[src/rtl/arith_pkg.sv]
// Shared definitions for the arithmetic examples library:
// FSM state encoding of the sequential datapath blocks and a counter-width helper.
package arith_pkg;

    localparam logic [1:0] ST_IDLE = 2'd0;
    localparam logic [1:0] ST_RUN  = 2'd1;
    localparam logic [1:0] ST_DONE = 2'd2;

    // Bits needed to count 0..w-1; never less than one so the counter always exists.
    function automatic int cnt_width(input int w);
        return (w > 1) ? $clog2(w) : 1;
    endfunction

endpackage

[src/rtl/half_subtractor.sv]
// Half subtractor cell: Dif = X - Y (one bit), Bor = borrow out.
// Two of these plus an OR gate form one full-subtract bit-slice.
module half_subtractor (
    input  logic X,
    input  logic Y,
    output logic Dif,
    output logic Bor
);

    assign Dif = X ^ Y;
    assign Bor = ~X & Y;

endmodule

[src/rtl/serial_subtractor.sv]
// Bit-serial unsigned subtractor: D = A - B mod 2^WIDTH, LSB first, one bit per clock.
// start is accepted in IDLE or in the DONE cycle (back-to-back); done pulses one cycle
// after the last bit. Optional signed-overflow output enabled by the macro
// SERIAL_SUBTRACTOR_OVF_EN (port OVF exists only when it is defined).
module serial_subtractor
    import arith_pkg::*;
#(
    parameter int WIDTH = 8
) (
    input  logic             clk,
    input  logic             rst_n,
    input  logic             start,
    input  logic [WIDTH-1:0] A,
    input  logic [WIDTH-1:0] B,
    output logic             busy,
    output logic             done,
    output logic [WIDTH-1:0] D,
`ifdef SERIAL_SUBTRACTOR_OVF_EN
    output logic             OVF,
`endif
    output logic             BOUT
);

    localparam int CW = cnt_width(WIDTH);
    localparam logic [CW-1:0] LAST_CNT = CW'(WIDTH - 1);

    logic [1:0]       state_q,  state_d;
    logic [WIDTH-1:0] areg_q,   areg_d;
    logic [WIDTH-1:0] breg_q,   breg_d;
    logic [WIDTH-1:0] dreg_q,   dreg_d;
    logic [CW-1:0]    cnt_q,    cnt_d;
    logic             borrow_q, borrow_d;
    logic             bout_q,   bout_d;
    logic             busy_q,   busy_d;
    logic             done_q,   done_d;
`ifdef SERIAL_SUBTRACTOR_OVF_EN
    logic             ovf_q,    ovf_d;
`endif

    // Full-subtract bit-slice built from two half subtractors.
    logic bit_a_s, bit_b_s;
    logic hs0_dif_s, hs0_bor_s;
    logic bit_d_s, hs1_bor_s;
    logic borrow_next_s;

    assign bit_a_s = areg_q[0];
    assign bit_b_s = breg_q[0];

    half_subtractor u_hs0 (
        .X   (bit_a_s),
        .Y   (bit_b_s),
        .Dif (hs0_dif_s),
        .Bor (hs0_bor_s)
    );

    half_subtractor u_hs1 (
        .X   (hs0_dif_s),
        .Y   (borrow_q),
        .Dif (bit_d_s),
        .Bor (hs1_bor_s)
    );

    assign borrow_next_s = hs0_bor_s | hs1_bor_s;

    // Next-state logic: operand capture, per-bit shift/accumulate, and final flag load.
    always_comb begin
        state_d  = state_q;
        areg_d   = areg_q;
        breg_d   = breg_q;
        dreg_d   = dreg_q;
        cnt_d    = cnt_q;
        borrow_d = borrow_q;
        bout_d   = bout_q;
        busy_d   = 1'b0;
        done_d   = 1'b0;
`ifdef SERIAL_SUBTRACTOR_OVF_EN
        ovf_d    = ovf_q;
`endif
        case (state_q)
            ST_IDLE, ST_DONE: begin
                if (start) begin
                    areg_d   = A;
                    breg_d   = B;
                    dreg_d   = {WIDTH{1'b0}};
                    cnt_d    = {CW{1'b0}};
                    borrow_d = 1'b0;
                    busy_d   = 1'b1;
                    state_d  = ST_RUN;
                end else begin
                    state_d  = ST_IDLE;
                end
            end
            ST_RUN: begin
                areg_d   = {1'b0, areg_q[WIDTH-1:1]};
                breg_d   = {1'b0, breg_q[WIDTH-1:1]};
                // New bit enters at the MSB so the word is aligned after WIDTH shifts.
                dreg_d   = {bit_d_s, dreg_q[WIDTH-1:1]};
                cnt_d    = cnt_q + CW'(1);
                borrow_d = borrow_next_s;
                if (cnt_q == LAST_CNT) begin
                    bout_d  = borrow_next_s;
`ifdef SERIAL_SUBTRACTOR_OVF_EN
                    // Sign bits of A, B and D are the operands of this last slice.
                    ovf_d   = (bit_a_s ^ bit_b_s) & (bit_a_s ^ bit_d_s);
`endif
                    done_d  = 1'b1;
                    state_d = ST_DONE;
                end else begin
                    busy_d  = 1'b1;
                end
            end
            default: begin
                state_d = ST_IDLE;
            end
        endcase
    end

    // State and datapath registers with asynchronous active-low reset.
    always_ff @(posedge clk or negedge rst_n) begin
        if (!rst_n) begin
            state_q  <= ST_IDLE;
            areg_q   <= {WIDTH{1'b0}};
            breg_q   <= {WIDTH{1'b0}};
            dreg_q   <= {WIDTH{1'b0}};
            cnt_q    <= {CW{1'b0}};
            borrow_q <= 1'b0;
            bout_q   <= 1'b0;
            busy_q   <= 1'b0;
            done_q   <= 1'b0;
`ifdef SERIAL_SUBTRACTOR_OVF_EN
            ovf_q    <= 1'b0;
`endif
        end else begin
            state_q  <= state_d;
            areg_q   <= areg_d;
            breg_q   <= breg_d;
            dreg_q   <= dreg_d;
            cnt_q    <= cnt_d;
            borrow_q <= borrow_d;
            bout_q   <= bout_d;
            busy_q   <= busy_d;
            done_q   <= done_d;
`ifdef SERIAL_SUBTRACTOR_OVF_EN
            ovf_q    <= ovf_d;
`endif
        end
    end

    assign busy = busy_q;
    assign done = done_q;
    assign D    = dreg_q;
    assign BOUT = bout_q;
`ifdef SERIAL_SUBTRACTOR_OVF_EN
    assign OVF  = ovf_q;
`endif

endmodule

[config.mk]
export PLATFORM = sky130hd
export DESIGN_NAME = serial_subtractor
export DESIGN_NICKNAME = d
export VERILOG_FILES = /design/src/rtl/arith_pkg.sv /design/src/rtl/half_subtractor.sv /design/src/rtl/serial_subtractor.sv
export SDC_FILE = /design/constraint.sdc
export NUM_CORES = 1
export LEC_CHECK = 0
export CORE_UTILIZATION = 51
export DETAILED_ROUTE_END_ITERATION = 8
export GPL_ROUTABILITY_DRIVEN = 0
export PLACE_DENSITY = 0.83
export SLEW_MARGIN = 20
export SYNTH_ARGS = -nofsm -noshare
export SYNTH_HDL_FRONTEND = slang
export SYNTH_SLANG_ARGS = --single-unit
[constraint.sdc]
create_clock -name clk -period 1.66 [get_ports clk]
set_input_delay 0.498 -clock clk [delete_from_list [all_inputs] [get_ports clk]]
set_output_delay 0.498 -clock clk [all_outputs]
set_load 0.005 [all_outputs]
# Yosys cells after proc, flatten, opt, wreduce, memory -nomap -nowiden
# Cells that the tools add are included.
# op_classes
eq_ne	5
n_bitwise	7
add_sub_neg	1
n_reduce_logical	5
n_mux	18
# ops
cell	n
8-bit case mux with 2 select lines	3
8-bit two-way mux	3
1-bit two-way mux	6
3-bit case mux with 2 select lines	1
2-bit != test, second input constant	2
1-bit case mux with 2 select lines	2
2-bit case mux with 2 select lines	1
2-bit AND reduction	2
3-bit by 1-bit adder with 3-bit output, second input constant	1
3-bit == test, second input constant	1
3-bit two-way mux	1
1-bit bitwise AND	2
2-bit by 1-bit == test with 1-bit output, second input constant	1
2-bit == test, second input constant	1
2-bit logical NOT	1
2-bit two-way mux	1
1-bit inverter	2
2-bit nonzero test	1
2-bit OR reduction	1
1-bit bitwise XOR	2
1-bit bitwise OR	1
# word_totals
out_inout_bits	11
word_cells	45
in_bits	19
regBits	33

# Depth between registers and ports, before layout
# Gate-level depths: netlist of run 1.
# logic_depth
depth_word	5
ltp_mapped	5
ltp_nobuf	5

# Cells and area by module
# A second synthesis of run 1 with hierarchy kept.
# unflattened
hier_cells	141
area_unflattened_um2	1581.5
# modules_own_cells
module	instances	area_each_um2	cells_per_inst	seq_area_each_um2
serial_subtractor	1	1541.5	135	825.8
half_subtractor	2	20.0	3	0.0

# Worst setup path after synthesis of run 1
# No wires, ideal clock.
# synth_path
path_kind	input -> register
startpoint	in start
endpoint	reg areg_q[1]
path_stages	4
arrival_ns	1.084
n_path_buf	2
required_time_ns	1.523
slack_ns	0.439
setup_time_ns	0.137
cell_sequence	buf_2 -> buf_2 -> a211oi_1 -> a21oi_1
# synth_between
elab_chain_cells	2
# synth_lines
element	line_no	source
start, declared	serial_subtractor.sv:12	input logic start,
2-bit != test (no line)	n/a	
2-bit AND reduction (no line)	n/a	
end signal, assigned	serial_subtractor.sv:122	areg_q <= {WIDTH{1'b0}};
end signal, assigned	serial_subtractor.sv:135	areg_q <= areg_d;
end, declared	serial_subtractor.sv:28	logic [WIDTH-1:0] areg_q, areg_d;
# No other way between the ends.
# A chain may end at the register's enable or synchronous reset.

# Worst setup path after layout of run 1
# layout_path
startpoint	reg dreg_q[0], in the netlist D[0]
endpoint	out D[0]
# layout_rtl
element	line_no	source
start, declared	serial_subtractor.sv:30	logic [WIDTH-1:0] dreg_q, dreg_d;
start signal, assigned	serial_subtractor.sv:124	dreg_q <= {WIDTH{1'b0}};
start signal, assigned	serial_subtractor.sv:137	dreg_q <= dreg_d;
end, declared	serial_subtractor.sv:17	output logic [WIDTH-1:0] D,
# No word-level cell between the ends.

==> impl_metrics.toml, run 1 <==
[routing]
post_drt_via_cell_ratio = 5.472
drt_iter0_drc = 19
wl_mm = 2.907
drt_first_pass_iters = 9
detail_route.wl_per_cell_um = 13.58
ant_nets = 0
vias = 1171
drc = 1

[timing]
setup_viol = 0
timing.final.crit_share_pct = 89.06
timing.final.ws_setup_ns = 0.1816
post-route-min-period_ns = 1.478
fin_skew_ns = 0.007386
final_max_slew_viol_count = 0
rsz0062_at_grt = "no"
max_slew_margin_pct = 74.67
hold_violations = 0
worst_slew_pin_slew_ns = 0.3792
holdWs_ns = 0.5135
max_freq_mhz = 676.4

[finish]
fin_nets = 206
fill_cells = 228
num_antenna_cells = 0
area_delta_synth_final_pct = 28.67
drive_gt1_share_pct = 13.11
layout_common_cells = "33 x dfrtp_1, 18 x mux2i_1, 18 x clkdlybuf4s50_1, 15 x a21oi_1, 14 x buf_4"
final_common_cell = "dfrtp_1"

[synth]
synth_seq_cells = 33
ys_types = 24
synth_top_family_by_area = "compound AO/OA/AOI/OAI gates"
netlist_area_mm2 = 0.001575
synth_fa_ha_area_share_pct = 2.859
syn_nets = 163
muxShareOfSynthArea_pct = 11.44
synthSimpleGateAreaFrac_pct = 9.134
ys_warn_count = 0
synth_xor_area_share_pct = 0
synth_compound_area_share_pct = 19.22
netlist_instances = 141
yosysSeqAreaShare_pct = 52.42
avgSynthCellArea_um2 = 11.17

[setup_path]
slowest_delay_ns = 0.39
crit_path_end_kind = "primary output"
start_kind = "flop"
critPathSlowestCell = "dfrtp_1"
crit_family = "flip-flops"
reg2reg_depth = 3
path_class = "flop to primary output"
worst-r2r-setup-slack_ns = 0.39
path_buf_inv = 1
cp.depth = 1
cp_max_fo = 2
crit_arrival_ns = 0.98
required_ns = 1.16
worstPathCellList = "dlygate4sd2_1"

[floorplanning]
initial_core_util_pct = 55.68
num_io_pins = 30
core_mm2 = 0.002829
die_y_um = 57.58
die_area_mm2 = 0.003315
fp-row-count = 19
die_width_um = 57.58

[clock_network]
clk_pin_slew_ns = 0.09
cts_tree = "yes"
cts_buffers = 5
clock_latency_ns = 0.32
holdBufCountCts = 0
clockBufferDepth = 2
htree_levels = 2
clockRootBuffer = "clkbuf_4"
cts.sinks = 33

[power_and_ir_drop]
p_leak_uw = 0.0009146
irDropWorstVdd_mv = 0.7698
p_per_area_mw_per_mm2 = 1602

[grt]
first_global_vias = 1185
grt_overflow = 0
track_usage_pct = 19.92
grt_max_degree = 34
grt_pass1_wl_mm = 5.023
antenna_found_initial = 0

[place]
hpwlAfterDp_mm = 2.010
place_ws_ns = -0.03390
portBuffers = 29

[status]
status = "finished, violations left"
violations = "design-rule violations"

[job]
drv_cap = 0

[min_path]
hold_depth = 1
hp-class = "flop to flop"
-- through the flow --
| step | cell area [um^2] | util (%) | std cells | setup TNS [ns] | total power, uW |
|---|---|---|---|---|---|
| detailed placement | 1934 | 68.38 | 200 | -0.1331 | 2849 |
| finish | 2027 | 71.65 | 214 | 0 | 3248 |
| floorplan | 1575 | - | 141 | 0 | 2315 |
| global route | 2027 | 71.65 | 214 | 0 | 3516 |
| CTS | 2024 | 71.56 | 214 | 0 | 3292 |
| global placement | 1934 | 68.38 | 200 | 0 | 2770 |
-- flip-flops by register name, summed over array words and instances (netlist names) --
signal / cells
BOUT: 1
D: 8
areg_q: 8
borrow_q: 1
breg_q: 8
busy: 1
cnt_q: 3
done: 1
state_q: 2
-- cell type report --
| type | count | area, um^2 | share of cell area [%] |
|---|---|---|---|
| clock buffer | 5 | 37.54 | 1.852 |
| clock inverter | 1 | 5.005 | 0.2469 |
| inverter | 6 | 22.52 | 1.111 |
| multi-input combinational | 93 | 671.9 | 33.15 |
| sequential | 33 | 825.8 | 40.74 |
| tap | 31 | 38.79 | 1.914 |
| timing repair buffer | 45 | 425.4 | 20.99 |
-- routing by layer --
metal	wire [um]	global-route usage, %	part of all wire (%)
met2	1498	35.05	52
met1	1275	23.41	44
met3	133	6.349	4.6
met4	0	5.226	0
met5	0	0	0
-- power breakdown --
part	internal (uW)	switching (uW)
Clock	147	240
Sequential	1170	222
Combinational	788	685
-- repair_timing --
item | in CTS | in global routing
resized for setup | 10 | 1
pin swaps | 0 | 0
setup buffers | 8 | 0
endpoints found under the setup margin | 10 | 1
-- worst register-to-register path, cell delays in order (launching register included) --
cell	delay (ns)
dfrtp_1	0.41
nor2b_1	0.37
and2_4	0.22
mux2i_1	0.19
-- cell usage after synthesis, drive strengths merged --
master / n / area (um^2)
a211oi: 11 / 82.58
a21oi: 16 / 91.34
a22o: 7 / 61.31
and2: 2 / 15.02
buf: 8 / 51.29
clkbuf: 1 / 3.750
dfrtp: 33 / 825.8
fa: 1 / 20.02
ha: 2 / 25.02
inv: 6 / 22.52
mux2i: 18 / 180.2
nand2: 5 / 18.77
nand2b: 2 / 12.51
nand3: 3 / 15.01
nor2: 2 / 7.510
nor2b: 12 / 75.07
o211a: 1 / 10.01
o21ai: 9 / 45.04
o22ai: 2 / 12.51
-- cell families after synthesis --
| group | after synthesis |
|---|---|
| AOI/OAI and AO/OA | 46 |
| DFF | 33 |
| and+or+nand+nor | 26 |
| muxes | 18 |
| buffers and inverters | 15 |
| adders and majority gates | 3 |
-- worst paths after layout --
path	startpoint	end
max in group asynchronous	rst_n	D[6]
hold / removal	cnt_q[0]	cnt_q[0]
min in group asynchronous	rst_n	busy
setup reg to reg	state_q[0]	BOUT
setup / recovery	D[0]	D[0]
hold reg to reg	cnt_q[0]	cnt_q[0]
Power figures use the tool's default switching activity.
==> inputs of run 2 (changes only) <==
--- a/config.mk
+++ b/config.mk
@@ -8,6 +8,7 @@
 export CORE_UTILIZATION = 51
 export DETAILED_ROUTE_END_ITERATION = 8
 export GPL_ROUTABILITY_DRIVEN = 0
+export MAX_ROUTING_LAYER = met4
 export PLACE_DENSITY = 0.83
 export SLEW_MARGIN = 20
 export SYNTH_ARGS = -nofsm -noshare
==> impl_metrics.toml, run 2 (synthesis results as in run 1) <==
[status]
status = "finished, violations left"
violations = "design-rule violations"

[finish]
drive_gt1_share_pct = 13.11
layout_common_cells = "33 x dfrtp_1, 18 x mux2i_1, 18 x clkdlybuf4s50_1, 15 x a21oi_1, 14 x buf_4"
final_util_pct = 71.65
fill_cells = 228
area_delta_synth_final_pct = 28.67
fin_nets = 206
regArea_um2 = 825.8
final_common_cell = "dfrtp_1"
num_antenna_cells = 0
multi_input_area_um2 = 671.9

[floorplanning]
core_mm2 = 0.002829
initial_core_util_pct = 55.68
num_io_pins = 30
fp-row-count = 19
die_y_um = 57.58
die_width_um = 57.58
die_area_mm2 = 0.003315

[clock_network]
cts.sinks = 33
cts_tree = "yes"
clk_pin_slew_ns = 0.09
cts_buffers = 5
clockRootBuffer = "clkbuf_4"
holdBufCountCts = 0
clock_latency_ns = 0.32
clockBufferDepth = 2
htree_levels = 2

[place]
portBuffers = 29
hpwlAfterDp_mm = 2.010

[setup_path]
r2r-start = "state_q[0]"
reg2reg_depth = 3
start_kind = "flop"
crit_arrival_ns = 0.98
path_buf_inv = 1
crit_path_end_kind = "primary output"
worstReg2RegEnd = "BOUT"
required_ns = 1.16
cp_max_fo = 2
worstPathCellList = "dlygate4sd2_1"
worst-r2r-setup-slack_ns = 0.39
crit_family = "flip-flops"
slowest_delay_ns = 0.39
critPathSlowestCell = "dfrtp_1"
path_class = "flop to primary output"

[timing]
setup_viol = 0
max_freq_mhz = 675.8
rsz0062_at_grt = "no"
fin_skew_ns = 0.007818
max_slew_margin_pct = 74.70
post-route-min-period_ns = 1.480
final_max_slew_viol_count = 0
timing.final.crit_share_pct = 89.14
hold_violations = 0
worst_slew_pin_slew_ns = 0.3787

[power_and_ir_drop]
irDropWorstVdd_mv = 0.7700
clkPwrFrac_pct = 11.9
internal_power_uw = 2101
p_leak_uw = 0.0009146
p_seq_share_pct = 42.7
combPwrFrac_pct = 45.3
p_per_area_mw_per_mm2 = 1602
switching_power_uw = 1146
switching_share_pct = 35.29
power_uw = 3247

[routing]
wl_met2_mm = 1.508
drc = 1
drt_first_pass_iters = 9
detail_route.wl_per_cell_um = 13.60
post_drt_via_cell_ratio = 5.467
drt_iter0_drc = 23
wl_mm = 2.911
wl_met3_um = 133
wl_met1_mm = 1.261
vias = 1170
top_layer_used = "met4"
ant_nets = 0

[grt]
grt_max_degree = 34
antenna_found_initial = 0
grt_overflow = 0
first_global_vias = 1173
grt_pass1_wl_mm = 5.043
track_usage_pct = 20.65

[job]
drv_cap = 0

[min_path]
hp-class = "flop to flop"
holdPathEnd = "cnt_q[0]"
hold_depth = 1
min_from = "cnt_q[0]"
## run 2: cell counts in the layout (fill, tap and decap cells not counted)
No cell type changed its count.
## run 2: how the worst max path moves through the flow
stage	start	endpoint	slack, ns	cells after the start
2_1_floorplan	start	areg_q[1]	0.44	4
3_3_place_gp	start	areg_q[5]	0.02	5
3_5_place_dp	start	areg_q[5]	-0.03	5
4_1_cts	done	done	0.006	1
5_1_grt	D[0]	D[0]	0.13	1
6_report	D[0]	D[0]	0.18	1
## run 2: routing by layer
layer / track usage [%] / vias to the layer above
met4: 5.226 / 0
met5: - / -
met3: 6.349 / 2
li1: - / 591
met2: 35.22 / 28
met1: 23.56 / 549
## run 2: through the flow
step	setup WS (ns)	instance area, um^2	cells	hold WS (ns)	TNS [ns]
after detailed placement	-0.03390	1934	200	0.4913	-0.1331
after global routing	0.1317	2027	214	0.5283	0
after CTS	0.005963	2024	214	0.5132	0
after floorplan	0.4389	1575	141	0.2024	0
after global placement	0.01820	1934	200	0.4986	0
final	0.1803	2027	214	0.5133	0
## run 2: area by class of cell
cell class	count	share of cell area, %
sequential	33	40.74
multi-input combinational	93	33.15
timing repair buffer	45	20.99
tap	31	1.914
clock buffer	5	1.852
inverter	6	1.111
clock inverter	1	0.2469
## run 2: repair_timing
item	in CTS	in global routing
endpoints found under the hold margin	0	0
resized for setup	10	1
buffers inserted	8	0
setup endpoints to repair	10	1
## run 2: power groups by stage
stage / logic [uW] / clock network (uW) / registers (uW)
2_1_floorplan: 933 / 0 / 1380
3_3_place_gp: 1360 / 0 / 1410
3_5_place_dp: 1420 / 0 / 1430
4_1_cts: 1490 / 410 / 1390
5_1_grt: 1650 / 429 / 1440
6_report: 1470 / 386 / 1390
